[src/rtl/rob_multiport_pkg.sv]
// Shared definitions for the rob_multiport reorder buffer: op-class codes, default sizing
// and the link-address helper.
package rob_multiport_pkg;

  localparam int unsigned ROB_DEPTH = 16;
  localparam int unsigned ROB_IDX_W = 4;

  typedef enum logic [2:0] {
    CLS_ALU    = 3'd0,
    CLS_LOAD   = 3'd1,
    CLS_STORE  = 3'd2,
    CLS_BRANCH = 3'd3,
    CLS_JALR   = 3'd4
  } op_cls_e;

  // Fall-through / link address of an instruction.
  function automatic logic [31:0] next_pc(input logic [31:0] pc, input logic is_c);
    return pc + (is_c ? 32'd2 : 32'd4);
  endfunction

endpackage

[src/rtl/rob_multiport_if.sv]
// Issue, writeback, query and commit bundle of rob_multiport.
// Defining ROB_PERF_CNT_EN adds the perf_commits/perf_branches/perf_mispred outputs.
interface rob_multiport_if #(
  parameter int unsigned IDX_W     = 4,
  parameter int unsigned WB_PORTS  = 2,
  parameter int unsigned QRY_PORTS = 2
);
  logic                       iss_valid;
  logic                       iss_ready;
  logic [2:0]                 iss_cls;
  logic [4:0]                 iss_rd;
  logic [31:0]                iss_pc;
  logic                       iss_is_c;
  logic [31:0]                iss_imm;
  logic                       iss_pred;
  logic [IDX_W-1:0]           iss_id;

  logic [WB_PORTS-1:0]        wb_valid;
  logic [WB_PORTS*IDX_W-1:0]  wb_id;
  logic [WB_PORTS*32-1:0]     wb_val;

  logic [QRY_PORTS*IDX_W-1:0] qry_id;
  logic [QRY_PORTS-1:0]       qry_ready;
  logic [QRY_PORTS*32-1:0]    qry_val;

  logic [IDX_W-1:0]           head_out;
  logic [IDX_W:0]             count_out;

  logic                       cmt_valid;
  logic [4:0]                 cmt_rd;
  logic [IDX_W-1:0]           cmt_id;
  logic [31:0]                cmt_val;
  logic                       st_cmt;
  logic                       br_valid;
  logic                       br_taken;
  logic                       br_correct;
  logic [31:0]                br_pc;
  logic                       flush_out;
  logic [31:0]                redirect_pc;
  logic                       jalr_valid;
`ifdef ROB_PERF_CNT_EN
  logic [31:0]                perf_commits;
  logic [31:0]                perf_branches;
  logic [31:0]                perf_mispred;
`endif

  modport master (
    output iss_valid, iss_cls, iss_rd, iss_pc, iss_is_c, iss_imm, iss_pred,
    output wb_valid, wb_id, wb_val, qry_id,
    input  iss_ready, iss_id, qry_ready, qry_val, head_out, count_out,
    input  cmt_valid, cmt_rd, cmt_id, cmt_val, st_cmt, br_valid, br_taken, br_correct, br_pc,
    input  flush_out, redirect_pc, jalr_valid
`ifdef ROB_PERF_CNT_EN
    , input perf_commits, perf_branches, perf_mispred
`endif
  );

  modport slave (
    input  iss_valid, iss_cls, iss_rd, iss_pc, iss_is_c, iss_imm, iss_pred,
    input  wb_valid, wb_id, wb_val, qry_id,
    output iss_ready, iss_id, qry_ready, qry_val, head_out, count_out,
    output cmt_valid, cmt_rd, cmt_id, cmt_val, st_cmt, br_valid, br_taken, br_correct, br_pc,
    output flush_out, redirect_pc, jalr_valid
`ifdef ROB_PERF_CNT_EN
    , output perf_commits, perf_branches, perf_mispred
`endif
  );

endinterface

[src/rtl/rob_wb_merge.sv]
// Folds the writeback channels into per-entry done/result write enables; the highest
// channel wins on a shared id, and writes to idle entries are dropped.
module rob_wb_merge #(
  parameter int unsigned DEPTH    = 16,
  parameter int unsigned IDX_W    = 4,
  parameter int unsigned WB_PORTS = 2
) (
  input  logic [WB_PORTS-1:0]       wb_valid,
  input  logic [WB_PORTS*IDX_W-1:0] wb_id,
  input  logic [WB_PORTS*32-1:0]    wb_val,
  input  logic [DEPTH-1:0]          busy,
  output logic [DEPTH-1:0]          wr_en,
  output logic [31:0]               wr_val [DEPTH]
);

  always_comb begin
    wr_en = '0;
    for (int e = 0; e < DEPTH; e++) begin
      wr_val[e] = '0;
    end
    // Ascending scan: a later channel overwrites an earlier one.
    for (int k = 0; k < WB_PORTS; k++) begin
      if (wb_valid[k] && busy[wb_id[k*IDX_W +: IDX_W]]) begin
        wr_en[wb_id[k*IDX_W +: IDX_W]]  = 1'b1;
        wr_val[wb_id[k*IDX_W +: IDX_W]] = wb_val[k*32 +: 32];
      end
    end
  end

endmodule

[src/rtl/rob_multiport.sv]
// Reorder buffer with multi-port writeback, operand lookup and in-order registered commit.
// Optional ROB_PERF_CNT_EN adds commit/branch/mispredict counters.
module rob_multiport import rob_multiport_pkg::*; #(
  parameter int unsigned DEPTH     = ROB_DEPTH,
  parameter int unsigned IDX_W     = ROB_IDX_W,
  parameter int unsigned WB_PORTS  = 2,
  parameter int unsigned QRY_PORTS = 2
) (
  input  logic           clk_in,
  input  logic           rst_in,
  input  logic           rdy_in,
  rob_multiport_if.slave bus
);

  localparam logic [IDX_W:0]   FullCnt = (IDX_W+1)'(DEPTH);
  localparam logic [IDX_W:0]   CntOne  = (IDX_W+1)'(1);
  localparam logic [IDX_W-1:0] IdxOne  = IDX_W'(1);

  logic [DEPTH-1:0] busy_q, done_q, is_c_q, pred_q;
  logic [2:0]       cls_q [DEPTH];
  logic [4:0]       rd_q  [DEPTH];
  logic [31:0]      pc_q  [DEPTH];
  logic [31:0]      imm_q [DEPTH];
  logic [31:0]      res_q [DEPTH];

  logic [IDX_W-1:0] head_q, tail_q;
  logic [IDX_W:0]   count_q, count_d;

  logic             cmt_valid_q, cmt_valid_d;
  logic [4:0]       cmt_rd_q, cmt_rd_d;
  logic [IDX_W-1:0] cmt_id_q, cmt_id_d;
  logic [31:0]      cmt_val_q, cmt_val_d;
  logic             st_cmt_q, st_cmt_d;
  logic             br_valid_q, br_valid_d;
  logic             br_taken_q, br_taken_d;
  logic             br_correct_q, br_correct_d;
  logic [31:0]      br_pc_q, br_pc_d;
  logic             flush_q, flush_d;
  logic [31:0]      redirect_pc_q, redirect_pc_d;
  logic             jalr_valid_q, jalr_valid_d;

  logic             issue, retire, full;
  logic [DEPTH-1:0] wb_en;
  logic [31:0]      wb_res [DEPTH];
  logic [31:0]      head_pc, head_res, head_link;
  logic             head_taken;
  logic [QRY_PORTS-1:0]    qry_ready;
  logic [QRY_PORTS*32-1:0] qry_val;

  rob_wb_merge #(
    .DEPTH    (DEPTH),
    .IDX_W    (IDX_W),
    .WB_PORTS (WB_PORTS)
  ) u_wb_merge (
    .wb_valid (bus.wb_valid),
    .wb_id    (bus.wb_id),
    .wb_val   (bus.wb_val),
    .busy     (busy_q),
    .wr_en    (wb_en),
    .wr_val   (wb_res)
  );

  assign full          = (count_q == FullCnt);
  assign bus.iss_ready = !full && !flush_q;
  assign issue         = rdy_in && bus.iss_valid && bus.iss_ready;
  // The flush cycle only clears state; nothing retires in it.
  assign retire        = rdy_in && !flush_q && busy_q[head_q] && done_q[head_q];

  assign head_pc    = pc_q[head_q];
  assign head_res   = res_q[head_q];
  assign head_taken = head_res[0];
  assign head_link  = next_pc(head_pc, is_c_q[head_q]);

  always_comb begin
    count_d = count_q;
    case ({issue, retire})
      2'b10:   count_d = count_q + CntOne;
      2'b01:   count_d = count_q - CntOne;
      default: count_d = count_q;
    endcase
  end

  always_comb begin
    cmt_valid_d   = 1'b0;
    cmt_rd_d      = '0;
    cmt_id_d      = '0;
    cmt_val_d     = '0;
    st_cmt_d      = 1'b0;
    br_valid_d    = 1'b0;
    br_taken_d    = 1'b0;
    br_correct_d  = 1'b0;
    br_pc_d       = '0;
    flush_d       = 1'b0;
    redirect_pc_d = '0;
    jalr_valid_d  = 1'b0;
    if (retire) begin
      cmt_id_d = head_q;
      case (cls_q[head_q])
        CLS_ALU, CLS_LOAD: begin
          cmt_valid_d = 1'b1;
          cmt_rd_d    = rd_q[head_q];
          cmt_val_d   = head_res;
        end
        CLS_STORE: st_cmt_d = 1'b1;
        CLS_BRANCH: begin
          br_valid_d   = 1'b1;
          br_taken_d   = head_taken;
          br_correct_d = (head_taken == pred_q[head_q]);
          br_pc_d      = head_pc;
          if (head_taken != pred_q[head_q]) begin
            flush_d       = 1'b1;
            redirect_pc_d = head_taken ? head_pc + imm_q[head_q] : head_link;
          end
        end
        CLS_JALR: begin
          // Fetch stalled behind the JALR, so a redirect is enough; no flush.
          cmt_valid_d   = 1'b1;
          cmt_rd_d      = rd_q[head_q];
          cmt_val_d     = head_link;
          jalr_valid_d  = 1'b1;
          redirect_pc_d = head_res & ~32'd1;
        end
        default: ;
      endcase
    end
  end

  always_ff @(posedge clk_in) begin
    if (rst_in || (rdy_in && flush_q)) begin
      head_q        <= '0;
      tail_q        <= '0;
      count_q       <= '0;
      busy_q        <= '0;
      done_q        <= '0;
      cmt_valid_q   <= 1'b0;
      cmt_rd_q      <= '0;
      cmt_id_q      <= '0;
      cmt_val_q     <= '0;
      st_cmt_q      <= 1'b0;
      br_valid_q    <= 1'b0;
      br_taken_q    <= 1'b0;
      br_correct_q  <= 1'b0;
      br_pc_q       <= '0;
      flush_q       <= 1'b0;
      redirect_pc_q <= '0;
      jalr_valid_q  <= 1'b0;
    end else if (rdy_in) begin
      count_q       <= count_d;
      cmt_valid_q   <= cmt_valid_d;
      cmt_rd_q      <= cmt_rd_d;
      cmt_id_q      <= cmt_id_d;
      cmt_val_q     <= cmt_val_d;
      st_cmt_q      <= st_cmt_d;
      br_valid_q    <= br_valid_d;
      br_taken_q    <= br_taken_d;
      br_correct_q  <= br_correct_d;
      br_pc_q       <= br_pc_d;
      flush_q       <= flush_d;
      redirect_pc_q <= redirect_pc_d;
      jalr_valid_q  <= jalr_valid_d;
      for (int i = 0; i < DEPTH; i++) begin
        if (wb_en[i]) begin
          done_q[i] <= 1'b1;
          res_q[i]  <= wb_res[i];
        end
      end
      if (retire) begin
        busy_q[head_q] <= 1'b0;
        head_q         <= head_q + IdxOne;
      end
      if (issue) begin
        busy_q[tail_q] <= 1'b1;
        done_q[tail_q] <= 1'b0;
        cls_q[tail_q]  <= bus.iss_cls;
        rd_q[tail_q]   <= bus.iss_rd;
        pc_q[tail_q]   <= bus.iss_pc;
        is_c_q[tail_q] <= bus.iss_is_c;
        imm_q[tail_q]  <= bus.iss_imm;
        pred_q[tail_q] <= bus.iss_pred;
        tail_q         <= tail_q + IdxOne;
      end
    end
  end

  // Lookups see registered state only; a same-cycle writeback is not forwarded.
  always_comb begin
    qry_ready = '0;
    qry_val   = '0;
    for (int p = 0; p < QRY_PORTS; p++) begin
      qry_ready[p]        = busy_q[bus.qry_id[p*IDX_W +: IDX_W]]
                            && done_q[bus.qry_id[p*IDX_W +: IDX_W]];
      qry_val[p*32 +: 32] = res_q[bus.qry_id[p*IDX_W +: IDX_W]];
    end
  end

  assign bus.qry_ready   = qry_ready;
  assign bus.qry_val     = qry_val;
  assign bus.iss_id      = tail_q;
  assign bus.head_out    = head_q;
  assign bus.count_out   = count_q;
  assign bus.cmt_valid   = cmt_valid_q;
  assign bus.cmt_rd      = cmt_rd_q;
  assign bus.cmt_id      = cmt_id_q;
  assign bus.cmt_val     = cmt_val_q;
  assign bus.st_cmt      = st_cmt_q;
  assign bus.br_valid    = br_valid_q;
  assign bus.br_taken    = br_taken_q;
  assign bus.br_correct  = br_correct_q;
  assign bus.br_pc       = br_pc_q;
  assign bus.flush_out   = flush_q;
  assign bus.redirect_pc = redirect_pc_q;
  assign bus.jalr_valid  = jalr_valid_q;

`ifdef ROB_PERF_CNT_EN
  logic [31:0] perf_commits_q, perf_branches_q, perf_mispred_q;

  // Survives flushes; only rst_in clears the counters.
  always_ff @(posedge clk_in) begin
    if (rst_in) begin
      perf_commits_q  <= '0;
      perf_branches_q <= '0;
      perf_mispred_q  <= '0;
    end else if (retire) begin
      perf_commits_q <= perf_commits_q + 32'd1;
      if (br_valid_d) begin
        perf_branches_q <= perf_branches_q + 32'd1;
      end
      if (flush_d) begin
        perf_mispred_q <= perf_mispred_q + 32'd1;
      end
    end
  end

  assign bus.perf_commits  = perf_commits_q;
  assign bus.perf_branches = perf_branches_q;
  assign bus.perf_mispred  = perf_mispred_q;
`endif

endmodule

[src/flat_wrapper.sv]
// flat-port wrapper written by rule: the top's interface ports become plain ports
module rob_multiport_flat import rob_multiport_pkg::*;
#(
  parameter int unsigned DEPTH     = ROB_DEPTH,
  parameter int unsigned IDX_W     = ROB_IDX_W,
  parameter int unsigned WB_PORTS  = 2,
  parameter int unsigned QRY_PORTS = 2
)
  (clk_in, rst_in, rdy_in, bus_iss_valid, bus_iss_cls, bus_iss_rd, bus_iss_pc, bus_iss_is_c, bus_iss_imm, bus_iss_pred, bus_wb_valid, bus_wb_id, bus_wb_val, bus_qry_id, bus_iss_ready, bus_iss_id, bus_qry_ready, bus_qry_val, bus_head_out, bus_count_out, bus_cmt_valid, bus_cmt_rd, bus_cmt_id, bus_cmt_val, bus_st_cmt, bus_br_valid, bus_br_taken, bus_br_correct, bus_br_pc, bus_flush_out, bus_redirect_pc, bus_jalr_valid);
  rob_multiport_if #(.IDX_W(IDX_W), .WB_PORTS(WB_PORTS), .QRY_PORTS(QRY_PORTS)) bus_i ();
  input  logic clk_in;
  input  logic rst_in;
  input  logic rdy_in;
  input wire logic [$bits(bus_i.iss_valid)-1:0] bus_iss_valid;
  input wire logic [$bits(bus_i.iss_cls)-1:0] bus_iss_cls;
  input wire logic [$bits(bus_i.iss_rd)-1:0] bus_iss_rd;
  input wire logic [$bits(bus_i.iss_pc)-1:0] bus_iss_pc;
  input wire logic [$bits(bus_i.iss_is_c)-1:0] bus_iss_is_c;
  input wire logic [$bits(bus_i.iss_imm)-1:0] bus_iss_imm;
  input wire logic [$bits(bus_i.iss_pred)-1:0] bus_iss_pred;
  input wire logic [$bits(bus_i.wb_valid)-1:0] bus_wb_valid;
  input wire logic [$bits(bus_i.wb_id)-1:0] bus_wb_id;
  input wire logic [$bits(bus_i.wb_val)-1:0] bus_wb_val;
  input wire logic [$bits(bus_i.qry_id)-1:0] bus_qry_id;
  output wire logic [$bits(bus_i.iss_ready)-1:0] bus_iss_ready;
  output wire logic [$bits(bus_i.iss_id)-1:0] bus_iss_id;
  output wire logic [$bits(bus_i.qry_ready)-1:0] bus_qry_ready;
  output wire logic [$bits(bus_i.qry_val)-1:0] bus_qry_val;
  output wire logic [$bits(bus_i.head_out)-1:0] bus_head_out;
  output wire logic [$bits(bus_i.count_out)-1:0] bus_count_out;
  output wire logic [$bits(bus_i.cmt_valid)-1:0] bus_cmt_valid;
  output wire logic [$bits(bus_i.cmt_rd)-1:0] bus_cmt_rd;
  output wire logic [$bits(bus_i.cmt_id)-1:0] bus_cmt_id;
  output wire logic [$bits(bus_i.cmt_val)-1:0] bus_cmt_val;
  output wire logic [$bits(bus_i.st_cmt)-1:0] bus_st_cmt;
  output wire logic [$bits(bus_i.br_valid)-1:0] bus_br_valid;
  output wire logic [$bits(bus_i.br_taken)-1:0] bus_br_taken;
  output wire logic [$bits(bus_i.br_correct)-1:0] bus_br_correct;
  output wire logic [$bits(bus_i.br_pc)-1:0] bus_br_pc;
  output wire logic [$bits(bus_i.flush_out)-1:0] bus_flush_out;
  output wire logic [$bits(bus_i.redirect_pc)-1:0] bus_redirect_pc;
  output wire logic [$bits(bus_i.jalr_valid)-1:0] bus_jalr_valid;
  assign bus_i.iss_valid = bus_iss_valid;
  assign bus_i.iss_cls = bus_iss_cls;
  assign bus_i.iss_rd = bus_iss_rd;
  assign bus_i.iss_pc = bus_iss_pc;
  assign bus_i.iss_is_c = bus_iss_is_c;
  assign bus_i.iss_imm = bus_iss_imm;
  assign bus_i.iss_pred = bus_iss_pred;
  assign bus_i.wb_valid = bus_wb_valid;
  assign bus_i.wb_id = bus_wb_id;
  assign bus_i.wb_val = bus_wb_val;
  assign bus_i.qry_id = bus_qry_id;
  assign bus_iss_ready = bus_i.iss_ready;
  assign bus_iss_id = bus_i.iss_id;
  assign bus_qry_ready = bus_i.qry_ready;
  assign bus_qry_val = bus_i.qry_val;
  assign bus_head_out = bus_i.head_out;
  assign bus_count_out = bus_i.count_out;
  assign bus_cmt_valid = bus_i.cmt_valid;
  assign bus_cmt_rd = bus_i.cmt_rd;
  assign bus_cmt_id = bus_i.cmt_id;
  assign bus_cmt_val = bus_i.cmt_val;
  assign bus_st_cmt = bus_i.st_cmt;
  assign bus_br_valid = bus_i.br_valid;
  assign bus_br_taken = bus_i.br_taken;
  assign bus_br_correct = bus_i.br_correct;
  assign bus_br_pc = bus_i.br_pc;
  assign bus_flush_out = bus_i.flush_out;
  assign bus_redirect_pc = bus_i.redirect_pc;
  assign bus_jalr_valid = bus_i.jalr_valid;
  rob_multiport #(.DEPTH(DEPTH), .IDX_W(IDX_W), .WB_PORTS(WB_PORTS), .QRY_PORTS(QRY_PORTS)) u_core (.clk_in(clk_in), .rst_in(rst_in), .rdy_in(rdy_in), .bus(bus_i));
endmodule
[config.mk]
export PLATFORM = sky130hd
export DESIGN_NAME = rob_multiport_flat
export DESIGN_NICKNAME = d
export VERILOG_FILES = /design/src/rtl/rob_multiport_pkg.sv /design/src/rtl/rob_multiport_if.sv /design/src/rtl/rob_wb_merge.sv /design/src/rtl/rob_multiport.sv /design/src/flat_wrapper.sv
export SDC_FILE = /design/constraint.sdc
export NUM_CORES = 2
export LEC_CHECK = 0
export CAP_MARGIN = 0
export CELL_PAD_IN_SITES_DETAIL_PLACEMENT = 0
export CELL_PAD_IN_SITES_GLOBAL_PLACEMENT = 1
export CORE_ASPECT_RATIO = 0.8
export CORE_MARGIN = 2
export CORE_UTILIZATION = 57
export DETAILED_ROUTE_END_ITERATION = 8
export PLACE_DENSITY_LB_ADDON = 0.1
export SLEW_MARGIN = 20
export SYNTH_ARGS = -nofsm -noshare
export SYNTH_HDL_FRONTEND = slang
export SYNTH_SLANG_ARGS = --single-unit
[constraint.sdc]
create_clock -name clk_in -period 9.14 [get_ports clk_in]
set_clock_uncertainty 0.05 [all_clocks]
set_input_delay 0.914 -clock clk_in [delete_from_list [all_inputs] [get_ports clk_in]]
set_output_delay 0.914 -clock clk_in [all_outputs]
set_load 0.01 [all_outputs]
==> flow_summary.ini <==
[global_routing]
grt_pass1_vias = 51500
grt_pass1_wl_mm = 392
grtUsageTotal_pct = 36.2
antenna_found_initial = 32
grt_max_degree = 140
grt-ovfl-total = 0

[clock_network]
cts-htree-levels = 4
cts_max_path_buffers = 3
cts.sinks = 1857
cts-resized-gates = 0
tritoncts = done
cts_made_buffers = 181
insertion_delay_ps = 850
postCtsHoldBufs = 0
post-cts-setup-buffers = 0
ctsRootBufferMaster = clkbuf_16
clk_pin_slew_ps = 60

[timing]
hold_viol = 0
rsz0062_at_grt = false
setup_viol = 0
fmax_ghz = 0.169
min_period_over_period_pct = 64.9
setup_tns_ps = 0
worst_pin_slew_ps = 1170
period_minus_slack_ps = 5930
relSlewSlack_pct = 22.3
slew_violations = 0

[logic_synthesis]
synth_xor_xnor_area_share_pct = 0.542
async_flop_share_pct = 0
synth_ff_type = edfxtp_1
syn_area_mm2 = 0.0872
synth_top_family_by_area = multiplexers
yosys.cell_types.count = 82
synthMuxAreaShare_pct = 22.2
ys_seq_area_share_pct = 62.1
yosys.area_share.simple_pct = 2.93
synth_seq_cells = 1857
synth_compound_area_share_pct = 8.64
synth-edff-count = 1696
syn_nets = 5059
postSynthCellCount = 4851
synthAdderAreaFrac_pct = 0.715
synth-warning-count = 0
syn_area_per_cell_um2 = 18.0

[detailed_routing]
drtAntennaViolNets = 0
drt-vias-per-instance = 7.45
vias = 53600
wl_per_cell_um = 39.2
drcViolationCount = 0
dr.pass1.iters = 6
wl_mm = 282
drt_iter0_markers = 8473

[floorplan]
placementRows = 128
core_area_mm2 = 0.152
die_w_um = 441
io_pins = 352
start_util_pct = 57.4
die_height_um = 354
die-area_mm2 = 0.156

[cells_and_area]
drive_gt1_share_pct = 25.4
area_growth_pct = 13.0
nets = 5209
nFillCells = 10400
fin_util_pct = 64.8

[run]
drv_cap = 0

[worst_setup_path]
cp.required_ps = 9770
worstPathMaxFanout = 50
critPathLaunchType = register
critPathCaptureType = register
reg2reg_slack_ps = 3210
arrival_ps = 6560
crit_type = reg -> reg

[status]
status = complete, no violations

[power]
ir_worst_vdd_mv = 0.210
power_density_mw_per_mm2 = 177
p_leak_nw = 31.9

[placement]
globalplace.congestion = 0.943
hpwl_mm = 166
port_buffers = 351

[hold_path]
worstHoldPathType = reg -> reg
-- Yosys cell counts (14+ instances only) --
cell type	number	share of area (%)
a222oi_1	15	0.17
clkbuf_1	307	1.3
a211oi_1	20	0.17
nor2_1	187	0.81
mux4_2	787	20
a22o_1	519	5.2
o21ai_0	63	0.36
inv_1	37	0.16
buf_4	14	0.12
a22oi_1	113	0.97
o22ai_1	17	0.12
buf_1	118	0.51
ha_1	45	0.65
dfxtp_1	161	3.7
nor2b_1	17	0.12
and2_1	29	0.21
edfxtp_1	1696	58
buf_2	50	0.29
nor3_1	44	0.25
nand2_1	125	0.54
xor2_1	29	0.29
mux4_1	56	1.7
a31oi_1	16	0.11
xnor2_1	25	0.25
o21a_1	15	0.13
a21o_1	15	0.13
nand3_1	27	0.15
a21oi_1	85	0.49
nand4_1	17	0.12
-- kinds of logic (layout without fill, tap and decap cells) --
family          after synthesis  after routing
flops                      1857           1857
compound gates              950            950
mux                         858            858
buf+inv                     555            860
simple gates                529            529
xor+xnor                     54             54
fa+ha+maj                    48             48
other cells                   0             24
-- sequential cells by signal, summed over array words and instances (netlist names), 4 cells and up, named ones only --
register	cells
u_core.bus.head_out	4
u_core.rd_q	80
u_core.bus.cmt_id	4
u_core.bus.iss_id	4
u_core.res_q	512
u_core.imm_q	512
u_core.bus.br_pc	32
u_core.bus.redirect_pc	32
u_core.cls_q	48
u_core.bus.cmt_val	32
u_core.pc_q	512
u_core.done_q	16
u_core.bus.cmt_rd	5
u_core.bus.count_out	5
u_core.pred_q	16
u_core.is_c_q	16
u_core.busy_q	16
-- metrics by stage --
step                      hold slack (ps)  worst slack [ps]  power, mW  instances  cell area, um2
after floorplan                       380              3640       9.74       4851           87200
after global placement                397              3330       9.99       6832           92400
after detailed placement              402              3260       10.0       6832           92400
after CTS                             413              3250       17.5       7170           98500
after global routing                  446              2920       17.8       7190           98500
final                                 411              3210       17.4       7195           98500
-- power by group --
group	internal [mW]	switching, mW	total, mW
logic	0.188	0.396	0.584
registers	9.24	0.00657	9.24
clock network	4.29	3.30	7.59
total	13.7	3.71	17.4
-- final cells by class --
type                            instances  area, um2  share of cell area, %
Sequential cell                      1857      54200                   55.0
Multi-Input combinational cell       2439      31000                   31.4
Clock buffer                          243       4940                   5.02
Timing Repair Buffer                  484       4630                   4.70
Tap cell                             2015       2520                   2.56
Clock inverter                         95       1090                   1.11
Inverter                               38        145                  0.147
Antenna cell                           24       60.1                 0.0609
-- critical path: stages (launching register included) --
cell and delay, ps:
dfxtp_4 960, buf_4 870, mux4_1 670, a22oi_1 200, nand2_1 350, ha_1 470, a21oi_1 190, o21ai_0 190
a311o_1 440, a221o_1 350, o211ai_1 350, a21oi_1 170, o2111ai_1 270, o221ai_1 150
-- placed cells by master, fill, tap and decap left out, types with 63 or more instances in the layout --
cell / count
mux4_2: 787
a22o_1: 519
nand2_1: 124
dfxtp_1: 157
nor2_1: 149
a22oi_1: 113
o21ai_0: 63
buf_4: 127
a21oi_1: 84
edfxtp_1: 1696
clkbuf_16: 183
clkdlybuf4s50_1: 343
-- path summary, 6_finish.rpt --
kind	from	endpoint	cells after the start
max	register	u_core.bus.redirect_pc[31]	13
min	u_core.done_q[7]	u_core.done_q[7]	2
max reg2reg	register	u_core.bus.redirect_pc[31]	13
min reg2reg	u_core.done_q[7]	u_core.done_q[7]	2
-- routing by layer --
metal  part of all wire, %  track usage, %
met5                 0.024               0
met4                   4.5            15.2
met3                    14            11.5
met2                    44            50.6
met1                    38            52.9
Power figures use the tool's default switching activity.
